$ cat src/rtl/colision_vehiculos_pkg.sv
// Shared game definitions for the frog-crossing blocks: bus widths and game state encodings.
// Imported by the collision block and by the vehicle-level block so both agree on the state values.
// Holds no logic, only constants.
package colision_vehiculos_pkg;

    localparam int DATAWIDTH_BUS    = 8;
    localparam int DATAWIDTH_NVL    = 2;
    localparam int DATAWIDTH_ESTADO = 3;

    // Game state encodings; the vehicle-level block decodes these same values.
    localparam logic [2:0] ST_IDLE     = 3'd0;
    localparam logic [2:0] ST_JUGANDO  = 3'd1;
    localparam logic [2:0] ST_CHOQUE   = 3'd2;
    localparam logic [2:0] ST_NIVEL_OK = 3'd3;
    localparam logic [2:0] ST_FIN      = 3'd4;
    localparam logic [2:0] ST_GANO     = 3'd5;

    // Frog row meanings: 0..5 are lanes, 6 is the start bank, 7 is the goal.
    localparam logic [2:0] FILA_ULTIMO_CARRIL = 3'd5;
    localparam logic [2:0] FILA_SALIDA        = 3'd6;
    localparam logic [2:0] FILA_META          = 3'd7;

endpackage

$ cat src/rtl/colision_vehiculos_hold_timer.sv
// hold_timer: counts the cycles spent in a timed game state and flags the last one.
// Ports: clk_i/rst_i (async active-high), clr_i restarts the count, en_i advances it,
//        done_o is high during the final cycle of a HOLD_CYCLES-long hold (combinational).
module hold_timer #(
    parameter int HOLD_CYCLES = 8
) (
    input  logic clk_i,
    input  logic rst_i,
    input  logic clr_i,
    input  logic en_i,
    output logic done_o
);

    logic [3:0] cnt_q;

    always_ff @(posedge clk_i or posedge rst_i) begin
        if (rst_i) begin
            cnt_q <= 4'd0;
        end else if (clr_i) begin
            cnt_q <= 4'd0;
        end else if (en_i) begin
            cnt_q <= cnt_q + 4'd1;
        end
    end

    // The count starts at 0 on the entry edge, so the hold covers counts 0..HOLD_CYCLES-1.
    assign done_o = en_i && (cnt_q == 4'(HOLD_CYCLES - 1));

endmodule

$ cat src/rtl/colision_vehiculos.sv
// colision_vehiculos: game-flow controller detecting frog/vehicle collisions, tracking lives and level.
// Ports: CV_CLOCK, CV_RESET (async active-high), six lane occupancy registers, frog row/column,
//        CV_START_IN; outputs registered state, level, lives, and one-cycle COLISION / RANA_RESET pulses.
module colision_vehiculos #(
    parameter int DATAWIDTH_BUS    = colision_vehiculos_pkg::DATAWIDTH_BUS,
    parameter int DATAWIDTH_NVL    = colision_vehiculos_pkg::DATAWIDTH_NVL,
    parameter int DATAWIDTH_ESTADO = colision_vehiculos_pkg::DATAWIDTH_ESTADO,
    parameter int VIDAS_INIT       = 3,
    parameter int HOLD_CYCLES      = 8
) (
    input  logic                        CV_CLOCK,
    input  logic                        CV_RESET,
    input  logic [DATAWIDTH_BUS-1:0]    CV_REG_0_IN,
    input  logic [DATAWIDTH_BUS-1:0]    CV_REG_1_IN,
    input  logic [DATAWIDTH_BUS-1:0]    CV_REG_2_IN,
    input  logic [DATAWIDTH_BUS-1:0]    CV_REG_3_IN,
    input  logic [DATAWIDTH_BUS-1:0]    CV_REG_4_IN,
    input  logic [DATAWIDTH_BUS-1:0]    CV_REG_5_IN,
    input  logic [2:0]                  CV_RANA_FILA_IN,
    input  logic [2:0]                  CV_RANA_COL_IN,
    input  logic                        CV_START_IN,
    output logic [DATAWIDTH_ESTADO-1:0] CV_ESTADO_OUT,
    output logic [DATAWIDTH_NVL-1:0]    CV_NV_OUT,
    output logic [1:0]                  CV_VIDAS_OUT,
    output logic                        CV_COLISION_OUT,
    output logic                        CV_RANA_RESET_OUT
);

    import colision_vehiculos_pkg::*;

    localparam logic [1:0]               VIDAS_RST = 2'(VIDAS_INIT);
    localparam logic [DATAWIDTH_NVL-1:0] NV_MAX    = '1;

    logic [DATAWIDTH_ESTADO-1:0] state_q, state_d;
    logic [DATAWIDTH_NVL-1:0]    nv_q, nv_d;
    logic [1:0]                  vidas_q, vidas_d;
    logic                        colision_q, colision_d;
    logic                        rana_reset_q, rana_reset_d;

    logic [DATAWIDTH_BUS-1:0]    lane;
    logic                        hit;
    logic                        hold_clr;
    logic                        hold_en;
    logic                        hold_done;

    // Lane selected by the frog row; rows 6/7 are off the road and select nothing.
    always_comb begin
        lane = '0;
        case (CV_RANA_FILA_IN)
            3'd0:    lane = CV_REG_0_IN;
            3'd1:    lane = CV_REG_1_IN;
            3'd2:    lane = CV_REG_2_IN;
            3'd3:    lane = CV_REG_3_IN;
            3'd4:    lane = CV_REG_4_IN;
            3'd5:    lane = CV_REG_5_IN;
            default: lane = '0;
        endcase
    end

    assign hit = (state_q == ST_JUGANDO) && (CV_RANA_FILA_IN <= FILA_ULTIMO_CARRIL)
                 && lane[CV_RANA_COL_IN];

    always_comb begin
        state_d      = state_q;
        nv_d         = nv_q;
        vidas_d      = vidas_q;
        colision_d   = 1'b0;
        rana_reset_d = 1'b0;
        case (state_q)
            ST_IDLE: begin
                if (CV_START_IN) begin
                    state_d      = ST_JUGANDO;
                    vidas_d      = VIDAS_RST;
                    nv_d         = '0;
                    rana_reset_d = 1'b1;
                end
            end
            ST_JUGANDO: begin
                if (hit) begin
                    state_d    = ST_CHOQUE;
                    vidas_d    = (vidas_q == 2'd0) ? 2'd0 : vidas_q - 2'd1;
                    colision_d = 1'b1;
                end else if (CV_RANA_FILA_IN == FILA_META) begin
                    if (nv_q == NV_MAX) begin
                        state_d = ST_GANO;
                    end else begin
                        state_d = ST_NIVEL_OK;
                        nv_d    = nv_q + 1'b1;
                    end
                end
            end
            ST_CHOQUE: begin
                if (hold_done) begin
                    if (vidas_q == 2'd0) begin
                        state_d = ST_FIN;
                    end else begin
                        state_d      = ST_JUGANDO;
                        rana_reset_d = 1'b1;
                    end
                end
            end
            ST_NIVEL_OK: begin
                if (hold_done) begin
                    state_d      = ST_JUGANDO;
                    rana_reset_d = 1'b1;
                end
            end
            ST_FIN, ST_GANO: begin
                if (CV_START_IN) begin
                    state_d = ST_IDLE;
                end
            end
            default: state_d = ST_IDLE;
        endcase
    end

    // Any state change restarts the timer, so every hold starts from zero.
    assign hold_clr = (state_d != state_q);
    assign hold_en  = (state_q == ST_CHOQUE) || (state_q == ST_NIVEL_OK);

    hold_timer #(
        .HOLD_CYCLES (HOLD_CYCLES)
    ) u_hold_timer (
        .clk_i  (CV_CLOCK),
        .rst_i  (CV_RESET),
        .clr_i  (hold_clr),
        .en_i   (hold_en),
        .done_o (hold_done)
    );

    always_ff @(posedge CV_CLOCK or posedge CV_RESET) begin
        if (CV_RESET) begin
            state_q      <= ST_IDLE;
            nv_q         <= '0;
            vidas_q      <= VIDAS_RST;
            colision_q   <= 1'b0;
            rana_reset_q <= 1'b0;
        end else begin
            state_q      <= state_d;
            nv_q         <= nv_d;
            vidas_q      <= vidas_d;
            colision_q   <= colision_d;
            rana_reset_q <= rana_reset_d;
        end
    end

    assign CV_ESTADO_OUT     = state_q;
    assign CV_NV_OUT         = nv_q;
    assign CV_VIDAS_OUT      = vidas_q;
    assign CV_COLISION_OUT   = colision_q;
    assign CV_RANA_RESET_OUT = rana_reset_q;

endmodule

$ cat config.mk
export PLATFORM = sky130hd
export DESIGN_NAME = colision_vehiculos
export DESIGN_NICKNAME = d
export VERILOG_FILES = /design/src/rtl/colision_vehiculos_pkg.sv /design/src/rtl/colision_vehiculos_hold_timer.sv /design/src/rtl/colision_vehiculos.sv
export SDC_FILE = /design/constraint.sdc
export NUM_CORES = 1
export LEC_CHECK = 0
export CORE_AREA = 2 2 68 54
export CTS_BUF_LIST = sky130_fd_sc_hd__clkbuf_16
export CTS_CLUSTER_DIAMETER = 150
export DETAILED_ROUTE_END_ITERATION = 10
export DIE_AREA = 0 0 70 56
export DONT_BUFFER_PORTS = 1
export MAX_ROUTING_LAYER = met4
export PLACE_DENSITY = 0.53
export SLEW_MARGIN = 20
export SYNTH_ARGS = -nofsm -noshare
export SYNTH_HDL_FRONTEND = slang
export SYNTH_SLANG_ARGS = --single-unit
$ cat constraint.sdc
create_clock -name CV_CLOCK -period 3.3 [get_ports CV_CLOCK]
set_input_delay 0.33 -clock CV_CLOCK [delete_from_list [all_inputs] [get_ports CV_CLOCK]]
set_output_delay 0.33 -clock CV_CLOCK [all_outputs]
set_load 0.01 [all_outputs]
Word level (Yosys, flattened, before mapping) --
Cells that the tools add are included. W data, S select, Z words.
Operators by class: order comparisons 2, muxes and demuxes 30, reduce and logical (&&, ||, !) cells 12, equal/unequal tests 19, add/sub/neg operators 3
Operator list (number):
- $pmux W8 S6 | 1
- $mux W3 | 8
- $eq A3 B3 Y1 const B | 5
- $pmux W3 S5 | 1
- $mux W2 | 7
- $eq A3 B2 Y1 const B | 4
- $mux W4 | 2
- $ne A2 B2 Y1 const B | 4
- $pmux W2 S2 | 2
- $mux W1 | 7
- $eq A3 B1 Y1 const B | 2
- $logic_not A3 Y1 | 2
- $reduce_and A5 Y1 | 1
- $add A4 B1 Y4 const B | 1
- $eq A4 B3 Y1 const B | 1
- $lt A3 B4 Y1 const B | 1
- $reduce_bool A2 Y1 | 2
- $bmux W1 S3 | 1
- $le A3 B3 Y1 const B | 1
- $logic_and A1 B1 Y1 | 3
- $ne A3 B3 Y1 | 1
- $pmux W1 S3 | 1
- $reduce_and A3 Y1 | 1
- $add A2 B1 Y2 const B | 1
- other kinds (6) | 6
Word-level totals: output and inout port bits 9, logic and storage cells 72, register bits after elaboration 13, input port bits 57

Longest topological paths before layout --
Gate-level depths: netlist of run 1.
depth in word-level cells 9, mapped depth 10, gate-level depth less buffers 8

By module --
A second synthesis of run 1 with hierarchy kept.
Unflattened totals: cell total of the unflattened synthesis 146, area total of the unflattened synthesis 1303.8 sq um
By module, submodules not included:
- colision_vehiculos | area each 1071.0 sq um, cells each 127, sequential area each 227.7 sq um, times used 1
- hold_timer | area each 232.7 sq um, cells each 19, sequential area each 100.1 sq um, times used 1

Worst setup path after synthesis of run 1 --
OpenSTA, ideal clock, no wires.
path type input to register, start input port CV_RANA_FILA_IN[2], end register state_q[1] (netlist: CV_ESTADO_OUT[1]), buffers on the path 3, slack 1.068 ns, stages 10, data arrival time 2.101 ns, data required time 3.169 ns, setup time 0.131 ns, cell sequence buf_6 buf_2 mux4_2 o21ai_1 a21oi_1 o32ai_2 a21boi_0 o21a_1 buf_6 or3_1
On the way: longest elaborated chain between the ends 7, elaborated cells between the ends (all ways) 16, those cells by class 1 x order compare; 6 x eq/ne; 6 x mux; 3 x reduce/logical
RTL lines:
- start, declared | line colision_vehiculos.sv:19 | input logic [2:0] CV_RANA_FILA_IN,
- $eq A3 B3 Y1, or another cell as far along | line colision_vehiculos.sv:49 | case (CV_RANA_FILA_IN)
- $pmux W8 S6 | line colision_vehiculos.sv:49
- $bmux W1 S3 | line colision_vehiculos.sv:61 | && lane[CV_RANA_COL_IN];
- $mux W1 (implied by the code) | line colision_vehiculos.sv:61
- $logic_and A1 B1 Y1 | line colision_vehiculos.sv:61
- $mux W3 (*) | line colision_vehiculos.sv:79 | if (hit) begin
- $pmux W3 S5 (*) | line colision_vehiculos.sv:69 | case (state_q)
- via state_d[1] | line colision_vehiculos.sv:34 | logic [DATAWIDTH_ESTADO-1:0] state_q, state_d;
- end signal, assigned | line colision_vehiculos.sv:139 | state_q <= state_d;
- end, declared | line colision_vehiculos.sv:34
Mark *: on every way through the listed nets, which the timed path passes. The rest lies on a longest branch. The select of a mux whose other input is x is not followed. A chain may end at the register's enable or synchronous reset.

Final worst setup path of run 1 --
start register state_q[2] (netlist: CV_ESTADO_OUT[2]), end register state_q[1] (netlist: CV_ESTADO_OUT[1])
On the way: longest elaborated chain between the ends 5, elaborated cells between the ends (all ways) 15, those cells by class 5 x eq/ne; 4 x mux; 6 x reduce/logical
RTL lines (line):
- $eq A3 B2 Y1 or $eq A3 B1 Y1 (tied branches) | colision_vehiculos.sv:69, colision_vehiculos.sv:119, colision_vehiculos.sv:60
- $logic_or A1 B1 Y1 or $logic_and A1 B1 Y1 (tied branches) | colision_vehiculos.sv:119, colision_vehiculos.sv:60
- $logic_and A1 B1 Y1, on equally long branches | colision_vehiculos_hold_timer.sv:27, colision_vehiculos.sv:61
- $mux W3, on equally long branches | colision_vehiculos.sv:103, colision_vehiculos.sv:79, colision_vehiculos.sv:93
- $pmux W3 S5 (*) | colision_vehiculos.sv:69
- via state_d[1] | colision_vehiculos.sv:34
Mark *: on every way through the listed nets, which the timed path passes. The rest lies on a longest branch.

==> run_results.csv, run 1 <==
group,metric,value,unit
synth,synth_cells,136,
synth,ys_seq_elements,13,
synth,yosysSeqAreaShare,26.2,%
cts,cts.clk_slew.worst_paths,0.04,ns
min_path,hold_path.class,"in -> async",
synth,ys_top_cells_by_area,"dfrtp_1, mux4_2, mux2i_1",
finish,n_antenna_cell,0,
pwr,p_int,0.496,mW
timing,worst_pin_slew,0.489,ns
cts,clk_path_buf_depth,2,
timing,timing.hold.ws,-0.00209,ns
cts,ctsResizeCount,0,
pwr,p_sw_share,34.7,%
routing,drtAntennaViolNets,0,
pwr,clkPwrFrac,29.7,%
floorplan,core_area,3200,um^2
pwr,vdd_ir_drop_max,0.000304,V
pwr,sequentialPowerShare,38.8,%
synth,syn-cell-area,1250,um^2
synth,async_flop_share,100,%
synth,ys_top_cells_by_count,"nand2_1, dfrtp_1, mux2i_1",
routing,vias_per_cell,5.98,
timing,max_freq,442,MHz
synth,synth_ff_type,"dfrtp_1",
cts,cts_tree,"yes",
finish,stdcell_count,172,
cts,clock_latency,0.24,ns
floorplan,boundaryPins,66,
cts,cts_max_level,1,
run_status,violations,"negative hold slack",
global_route,grt_pass1_vias,1032,
synth,yosysTopAreaCellShare,22.0,%
critical_path,regToRegStartpoint,"CV_ESTADO_OUT[2]",
synth,syn-num-nets,195,
global_route,grt_use_total,15.6,%
flow_run,cap_viol_max_count,0,
pwr,p_sw,0.263,mW
global_route,overflow,0,
synth,yosys.area.top_type,"dfrtp_1",
timing,final.period_utilization,68.5,%
finish,nNetsFinal,192,
place,routabilityCongestion,0.773,
routing,drt_iter0_markers,58,
timing,relSlewSlack,67.0,%
critical_path,critPathKind,"reg -> reg",
finish,fillers,341,
cts,postCtsSetupBuffers,0,
routing,route.detailed.drc,0,
pwr,p_per_area,579,nW/um^2
synth,synth_area_per_cell,9.20,um^2
run_status,status,"finished, violations left",
cts,cts_made_buffers,3,
cts,root_buffer,"clkbuf_16",
critical_path,worst_r2r_path_depth,7,
synth,synth_most_common_cell,"nand2_1",
timing,setup_tns,0,ns
timing,fin_crit,2.26,ns
place,hpwl,2.32,mm
critical_path,cp-startpoint,"CV_ESTADO_OUT[2]",
critical_path,crit_path_end_kind,"flop",
critical_path,rr_endpoint,"CV_ESTADO_OUT[1]",
synth,synth_warnings,0,
finish,drive_gt1_share,14.4,%
place,place_inst,168,
place,place_ws,1.04,ns
routing,wirelength,2.92,mm
critical_path,regToRegSetupSlack,1.04,ns
pwr,comb_power_share,31.4,%
global_route,grt_pass1_wl,4.73,mm
timing,finalSetupViolCount,0,
pwr,finalPower,0.759,mW
floorplan,die_h,56,um
floorplan,die-area,3920,um^2
pwr,leakage,0.566,nW
timing,setup_ws,1.04,ns
floorplan,start_util,39.1,%
timing,rsz0062_at_grt,"no",
place,numPortBuffers,0,
floorplan,num_rows,18,
global_route,grt_max_degree,21,
floorplan,die_w,70,um
routing,drt-wirelength-per-cell,17.0,um
cts,cts_num_sinks,13,
finish,syn_to_final_growth,4.70,%
timing,fin_skew,0.00200,ns
timing,finalHoldViolCount,6,
synth,ys_types,46,
critical_path,worst-endpoint-arrival,2.38,ns
critical_path,crit_required,3.42,ns
routing,drtPass1Iterations,4,
synth,synth_edf_count,0,
critical_path,path_max_fanout,9,
routing,detailroute.via_count,1029,
global_route,antenna_found_initial,0,
timing,drv_slew,0,
critical_path,start_kind,"flop",
cts,hold_buffers,0,
[cell usage in the layout, fill, tap and decap left out, types with 3 or more instances in the layout]
cell,n
a31oi_1,3
mux2i_1,10
nor2_1,7
clkbuf_16,3
nor2b_1,3
mux4_2,5
dfrtp_1,11
mux2_2,4
nand2b_1,7
nand2_1,17
nor3_1,4
a21oi_1,3
inv_1,8
or3_1,3
nand3_1,6
o21ai_0,4
[cell type report]
| type | instances | area [um^2] | area share, % |
|---|---|---|---|
| Clock inverter | 1 | 3.75 | 0.287 |
| Clock buffer | 3 | 75.1 | 5.73 |
| Sequential cell | 13 | 328 | 25.0 |
| Tap cell | 40 | 50.0 | 3.82 |
| Inverter | 7 | 26.3 | 2.01 |
| Multi-Input combinational cell | 108 | 827 | 63.1 |
[sequential cells by signal (all words and copies together) (netlist names)]
register,count
u_hold_timer.cnt_q,4
CV_VIDAS_OUT,2
CV_ESTADO_OUT,3
CV_NV_OUT,2
CV_COLISION_OUT,1
CV_RANA_RESET_OUT,1
[worst max path at each step]
| stage | end |
|---|---|
| 2_1_floorplan | CV_ESTADO_OUT[1] |
| 3_3_place_gp | CV_ESTADO_OUT[1] |
| 3_5_place_dp | CV_ESTADO_OUT[1] |
| 4_1_cts | CV_ESTADO_OUT[1] |
| 5_1_grt | CV_ESTADO_OUT[1] |
| 6_report | CV_ESTADO_OUT[1] |
[cell families after synthesis]
family | after synthesis | share of synthesized area (%)
buffers and inverters | 15 | 7.70
muxes | 20 | 21.8
adders and majority gates | 2 | 2.00
xor gates and xnor gates | 3 | 2.10
and+or+nand+nor | 53 | 21.3
AOI/OAI and AO/OA | 30 | 18.9
DFF | 13 | 26.2
[worst max-delay path, cell delays in order, from the launching register on]
cell and delay, ns:
dfrtp_1 0.53, nand2b_1 0.24, nor2_1 0.08, and4_1 0.25, a211oi_1 0.29, a21oi_1 0.11, o21a_1 0.29, or3_1 0.34
[metrics by stage]
step	hold slack, ns	instance area, um^2	utilization (%)
after CTS	0.0151	1310	41.0
after detailed placement	0.276	1230	38.5
final	-0.00209	1310	41.0
after global routing	0.0446	1310	41.0
after floorplan	0.206	1250	-
after global placement	0.277	1230	38.5
[metal layers]
| metal | vias to the layer above | GRT usage (%) | wire, um |
|---|---|---|---|
| met1 | 483 | 20.5 | 1380 |
| met5 | - | - | 0 |
| li1 | 501 | - | - |
| met3 | 5 | 6.52 | 259 |
| met2 | 40 | 21.4 | 1240 |
| met4 | 0 | 5.77 | 38 |
[power by group through the flow]
stage                     Sequential, mW  Combinational, mW  Clock, mW
after floorplan                    0.272              0.231          0
after global placement             0.299              0.240          0
after detailed placement           0.299              0.240          0
after CTS                          0.298              0.241      0.234
after global routing               0.307              0.273      0.243
final                              0.295              0.238      0.226
Power figures use the tool's default switching activity.
==> run 2: changes to the inputs <==
clock period = 2.3 ns   (was 3.3 ns; I/O delays follow)
==> run 2 against run 1 <==
Effect of this change: the run now ends clean; first-iteration DRC count grew 34%; combinational power increased by 79%; critical endpoint unchanged; setup slack worse by 0.83 ns; via count rose by 2.1%; sequential cell count did not move; die area unchanged; total power increased by 50%; worst hold slack improved by 0.24 ns; maximum frequency rose by 8.1%; routed wire length increased by 3.1%.
==> run_results.csv, run 2 (synthesis results as in run 1) <==
group,metric,value,unit
min_path,hold_path.class,"in -> reg",
routing,drtPass1Iterations,4,
routing,drt-wirelength-per-cell,17.0,um
cts,clock_latency,0.24,ns
run_status,status,"completed",
timing,max_freq,478,MHz
finish,nNetsFinal,197,
cts,hold_buffers,1,
routing,route.detailed.drc,0,
finish,postLayoutCellArea,1350,um^2
pwr,vdd_ir_drop_max,0.000392,V
global_route,overflow,0,
place,hpwl,2.40,mm
critical_path,cp_slowest_cell,"dfrtp_1",
finish,largest_register,"u_hold_timer.cnt_q",
global_route,grt_max_degree,21,
critical_path,crit_required,2.42,ns
pwr,finalPower,1.13,mW
routing,vias_per_cell,5.94,
floorplan,num_rows,18,
critical_path,cpPeakStageDelay,0.41,ns
cts,cts_made_buffers,3,
critical_path,cp_cell_sequence,"ha_1, and3b_1, a21oi_1, o21ai_0, o211a_1, a21boi_0, o21a_1, or3_1",
timing,setup_tns,0,ns
finish,final_common_cell,"nand2_1",
timing,relSlewSlack,64.8,%
cts,cts_max_level,1,
timing,finalSetupViolCount,0,
global_route,antenna_found_initial,0,
floorplan,die_w,70,um
critical_path,regToRegSetupSlack,0.21,ns
cts,cts.clk_slew.worst_paths,0.05,ns
cts,cts_tree,"yes",
critical_path,critPathKind,"reg -> reg",
critical_path,crit_family,"compound AO/OA/AOI/OAI gates",
cts,clk_path_buf_depth,2,
global_route,grt_pass1_wl,4.81,mm
critical_path,start_kind,"flop",
floorplan,die-area,3920,um^2
finish,stdcell_count,177,
cts,ctsResizeCount,0,
global_route,grt_pass1_vias,982,
routing,wirelength,3.01,mm
routing,detailroute.via_count,1051,
floorplan,start_util,39.1,%
timing,finalHoldViolCount,0,
routing,drt_iter0_markers,78,
place,placed_cell_area,1260,um^2
cts,postCtsSetupBuffers,0,
routing,drtAntennaViolNets,0,
timing,rsz0062_at_grt,"no",
floorplan,boundaryPins,66,
critical_path,path_max_fanout,8,
timing,timing.hold.ws,0.233,ns
pwr,leakage,0.590,nW
place,place_inst,172,
global_route,grt_use_total,15.9,%
finish,syn_to_final_growth,7.90,%
cts,root_buffer,"clkbuf_16",
floorplan,die_h,56,um
critical_path,worst-endpoint-arrival,2.21,ns
finish,drive_gt1_share,16.8,%
timing,fin_skew,0.00224,ns
critical_path,path_buf_inv,0,
place,routabilityCongestion,0.824,
cts,cts_num_sinks,13,
finish,final_cell_mix,"nand2_1, dfrtp_1, mux2i_1",
place,numPortBuffers,0,
floorplan,core_area,3200,um^2
pwr,p_per_area,840,nW/um^2
timing,fin_crit,2.09,ns
timing,final.period_utilization,91.0,%
flow_run,cap_viol_max_count,0,
critical_path,crit_path_end_kind,"flop",
timing,worst_pin_slew,0.521,ns
finish,n_antenna_cell,0,
finish,largest_reg_flops,4,
timing,drv_slew,0,
==> run 2: cell count changes in the layout (fill, tap and decap cells not counted), sizes merged <==
cell         delta
dlygate4sd3     +1
buf             +4
==> run 2: area by class of cell <==
class                      instances  area, um^2
multi-input combinational        108         827
inverter                           7        26.3
clock buffer                       3        75.1
sequential                        13         328
fill                             321        1850
clock inverter                     1        3.75
tap                               40        50.0
timing repair buffer               5        40.0
==> run 2: worst paths after layout <==
| check | end | from | depth (start not counted) |
|---|---|---|---|
| max | CV_ESTADO_OUT[1] | u_hold_timer.cnt_q[0] | 8 |
| min | CV_VIDAS_OUT[0] | CV_RANA_FILA_IN[1] | 3 |
| max reg2reg | CV_ESTADO_OUT[1] | u_hold_timer.cnt_q[0] | 8 |
| min reg2reg | CV_VIDAS_OUT[0] | CV_VIDAS_OUT[0] | 2 |
| max in group asynchronous | CV_VIDAS_OUT[0] | CV_RESET | 2 |
| min in group asynchronous | CV_RANA_RESET_OUT | CV_RESET | 2 |
==> run 2: power breakdown <==
| group | switching (mW) | internal [mW] | leakage [nW] |
|---|---|---|---|
| Sequential | 0.0746 | 0.311 | 0.164 |
| Combinational | 0.223 | 0.203 | 0.383 |
| Clock | 0.0940 | 0.229 | 0.0423 |
==> run 2: per-stage QoR <==
| step | worst slack (ns) | util (%) |
|---|---|---|
| 2_1_floorplan | 0.168 | - |
| 3_3_place_gp | 0.189 | 39.4 |
| 3_5_place_dp | 0.172 | 39.4 |
| 4_1_cts | 0.208 | 42.2 |
| 5_1_grt | 0.0698 | 42.2 |
| 6_report | 0.208 | 42.2 |
==> run 2: layer usage <==
metal	GRT usage (%)	wire (um)	vias to the layer above
li1	-	-	516
met1	23.1	1420	485
met2	21.5	1260	50
met3	5.98	326	0
met4	1.65	0	0
met5	-	0	-
==> run 2: tightest hold or removal path, delay by kind of cell <==
kind | cells | cell delay, ns
AND/OR/NAND/NOR | 1 | 0.08
AO/OA/AOI/OAI | 2 | 0.15
==> run 3: changes to the inputs <==
CORE_AREA = 2 2 58 46   (was 2 2 68 54)
DIE_AREA = 0 0 60 48   (was 0 0 70 56)
PLACE_DENSITY = 0.73   (was 0.53)
clock period = 1.8 ns   (was 2.3 ns; I/O delays follow)
==> run 3 against run 2 <==
Effect of this change: via count increased by 15%; worst hold slack got worse by 0.0069 ns; the flow now finishes with violations (negative setup slack); largest power group unchanged; routed wire length increased by 20%; die area decreased by 27%; largest cell class unchanged.
==> run_results.csv, run 3 (synthesis results as in run 1) <==
group,metric,value,unit
finish,syn_to_final_growth,25.8,%
run_status,status,"finished, violations left",
timing,relSlewSlack,57.6,%
pwr,finalPower,1.82,mW
routing,vias_per_cell,6.24,
pwr,sequentialPowerShare,25.3,%
cts,clk_path_buf_depth,2,
place,numPortBuffers,0,
floorplan,die_w,60,um
timing,drv_slew,0,
critical_path,cpPeakStageDelay,0.40,ns
place,placed_cell_area,1370,um^2
pwr,leakage,0.720,nW
global_route,antenna_found_initial,0,
cts,cts_tree,"yes",
timing,max_freq,501,MHz
cts,root_buffer,"clkbuf_16",
pwr,p_per_area,1150,nW/um^2
run_status,violations,"negative setup slack",
floorplan,start_util,55.1,%
finish,drive_gt1_share,35.0,%
cts,clock_latency,0.25,ns
flow_run,cap_viol_max_count,0,
floorplan,die-area,2880,um^2
timing,worst_pin_slew,0.628,ns
critical_path,cp_cell_sequence,"ha_2, and3b_2, a21oi_2, o21ai_1, o211a_1, a21boi_1, o21a_2, buf_4, o32ai_4",
pwr,vdd_ir_drop_max,0.000853,V
global_route,grt_pass1_vias,1135,
critical_path,worst-endpoint-arrival,2.15,ns
timing,finalSetupViolCount,8,
timing,fin_crit,2.00,ns
global_route,grt_max_degree,21,
finish,largest_register,"u_hold_timer.cnt_q",
critical_path,critPathKind,"reg -> reg",
place,routabilityCongestion,0.905,
routing,drt_iter0_markers,73,
pwr,p_int,1.17,mW
critical_path,crit_path_end_kind,"flop",
floorplan,num_rows,15,
pwr,clkPwrFrac,23.3,%
critical_path,crit_required,1.95,ns
finish,n_antenna_cell,0,
routing,drtPass1Iterations,4,
pwr,p_sw_share,35.8,%
cts,cts_made_buffers,3,
timing,final.period_utilization,111,%
timing,setup_tns,-1.07,ns
finish,final_common_cell,"buf_4",
timing,finalHoldViolCount,0,
place,place_ws,-0.259,ns
critical_path,cp_slowest_cell,"dfrtp_1",
finish,nNetsFinal,220,
floorplan,boundaryPins,66,
timing,fin_skew,0.00256,ns
pwr,comb_power_share,51.5,%
cts,cts_max_level,1,
finish,postLayoutCellArea,1570,um^2
cts,cts.clk_slew.worst_paths,0.05,ns
global_route,overflow,0,
floorplan,die_h,48,um
min_path,hold_path.class,"in -> reg",
timing,rsz0062_at_grt,"yes",
routing,detailroute.via_count,1210,
finish,final_cell_mix,"buf_4, nand2_1, dfrtp_1",
critical_path,start_kind,"flop",
place,hpwl,2.52,mm
floorplan,core_area,2270,um^2
finish,largest_reg_flops,4,
critical_path,path_max_fanout,6,
routing,drt-wirelength-per-cell,18.6,um
finish,utilization,69.3,%
routing,drtAntennaViolNets,0,
global_route,grt_pass1_wl,5.26,mm
routing,route.detailed.drc,0,
global_route,grt_use_total,26.4,%
cts,cts_num_sinks,13,
timing,setup_ws,-0.196,ns
pwr,p_sw,0.650,mW
routing,wirelength,3.60,mm
## run 3: cell types whose count changed in the layout (fill, tap and decap cells not counted), moves of 2 or more
cell / previous run / this run
o21ai_0: 4 / 2
buf_4: 4 / 27
nor3_1: 4 / 0
nor3_2: 0 / 3
o21ai_1: 1 / 3
## run 3: final timing paths
kind / from / to / slack (ns) / depth (start not counted)
max: u_hold_timer.cnt_q[1] / CV_ESTADO_OUT[0] / -0.20 / 9
max in group asynchronous: CV_RESET / CV_VIDAS_OUT[0] / 1.02 / 2
min: CV_START_IN / CV_RANA_RESET_OUT / 0.23 / 4
min reg2reg: u_hold_timer.cnt_q[3] / u_hold_timer.cnt_q[3] / 0.59 / 2
min in group asynchronous: CV_RESET / CV_RANA_RESET_OUT / 0.42 / 2
max reg2reg: u_hold_timer.cnt_q[1] / CV_ESTADO_OUT[0] / -0.20 / 9
## run 3: worst max-delay path, delay by kind of cell, from the launching register on
family                   cells  cell delay, ns
flip-flops                   1            0.40
AND/OR/NAND/NOR              1            0.21
buffers and inverters        1            0.15
AO/OA/AOI/OAI                6            0.96
adder cells (fa/ha/maj)      1            0.19
## run 3: metal layers
metal	track usage (%)	wire [um]	share of wire, %
met1	32.4	1550	43
met5	-	0	0
met3	8.92	331	9.2
met4	7.11	72	2.0
met2	42.0	1650	46
## run 3: what timing repair did
action,4_1_cts,5_1_grt
pin swaps,4,4
gates resized for setup,9,4
setup buffers,2,5
setup endpoints to repair,8,8
hold buffers,1,0
endpoints found under the hold margin,11,0
## run 3: area by class of cell
cell class	instances	area [um^2]
multi-input cells	108	886
fillers	163	697
flip-flops and latches	13	328
repair buffers	28	213
clock buffers	3	75.1
well taps	34	42.5
inverters	7	26.3
clock inverters	1	3.75
## run 3: per-stage QoR
step / hold slack, ns / std cells
2_1_floorplan: 0.0555 / 136
3_3_place_gp: 0.111 / 182
3_5_place_dp: 0.133 / 182
4_1_cts: 0.229 / 189
5_1_grt: 0.286 / 194
6_report: 0.226 / 194
## run 3: power by group through the flow
stage	registers, mW	logic (mW)	clock network [mW]
after floorplan	0.498	0.428	0
after global placement	0.455	0.697	0
after detailed placement	0.461	0.720	0
after CTS	0.459	0.805	0.422
after global routing	0.470	1.00	0.439
final	0.459	0.934	0.423
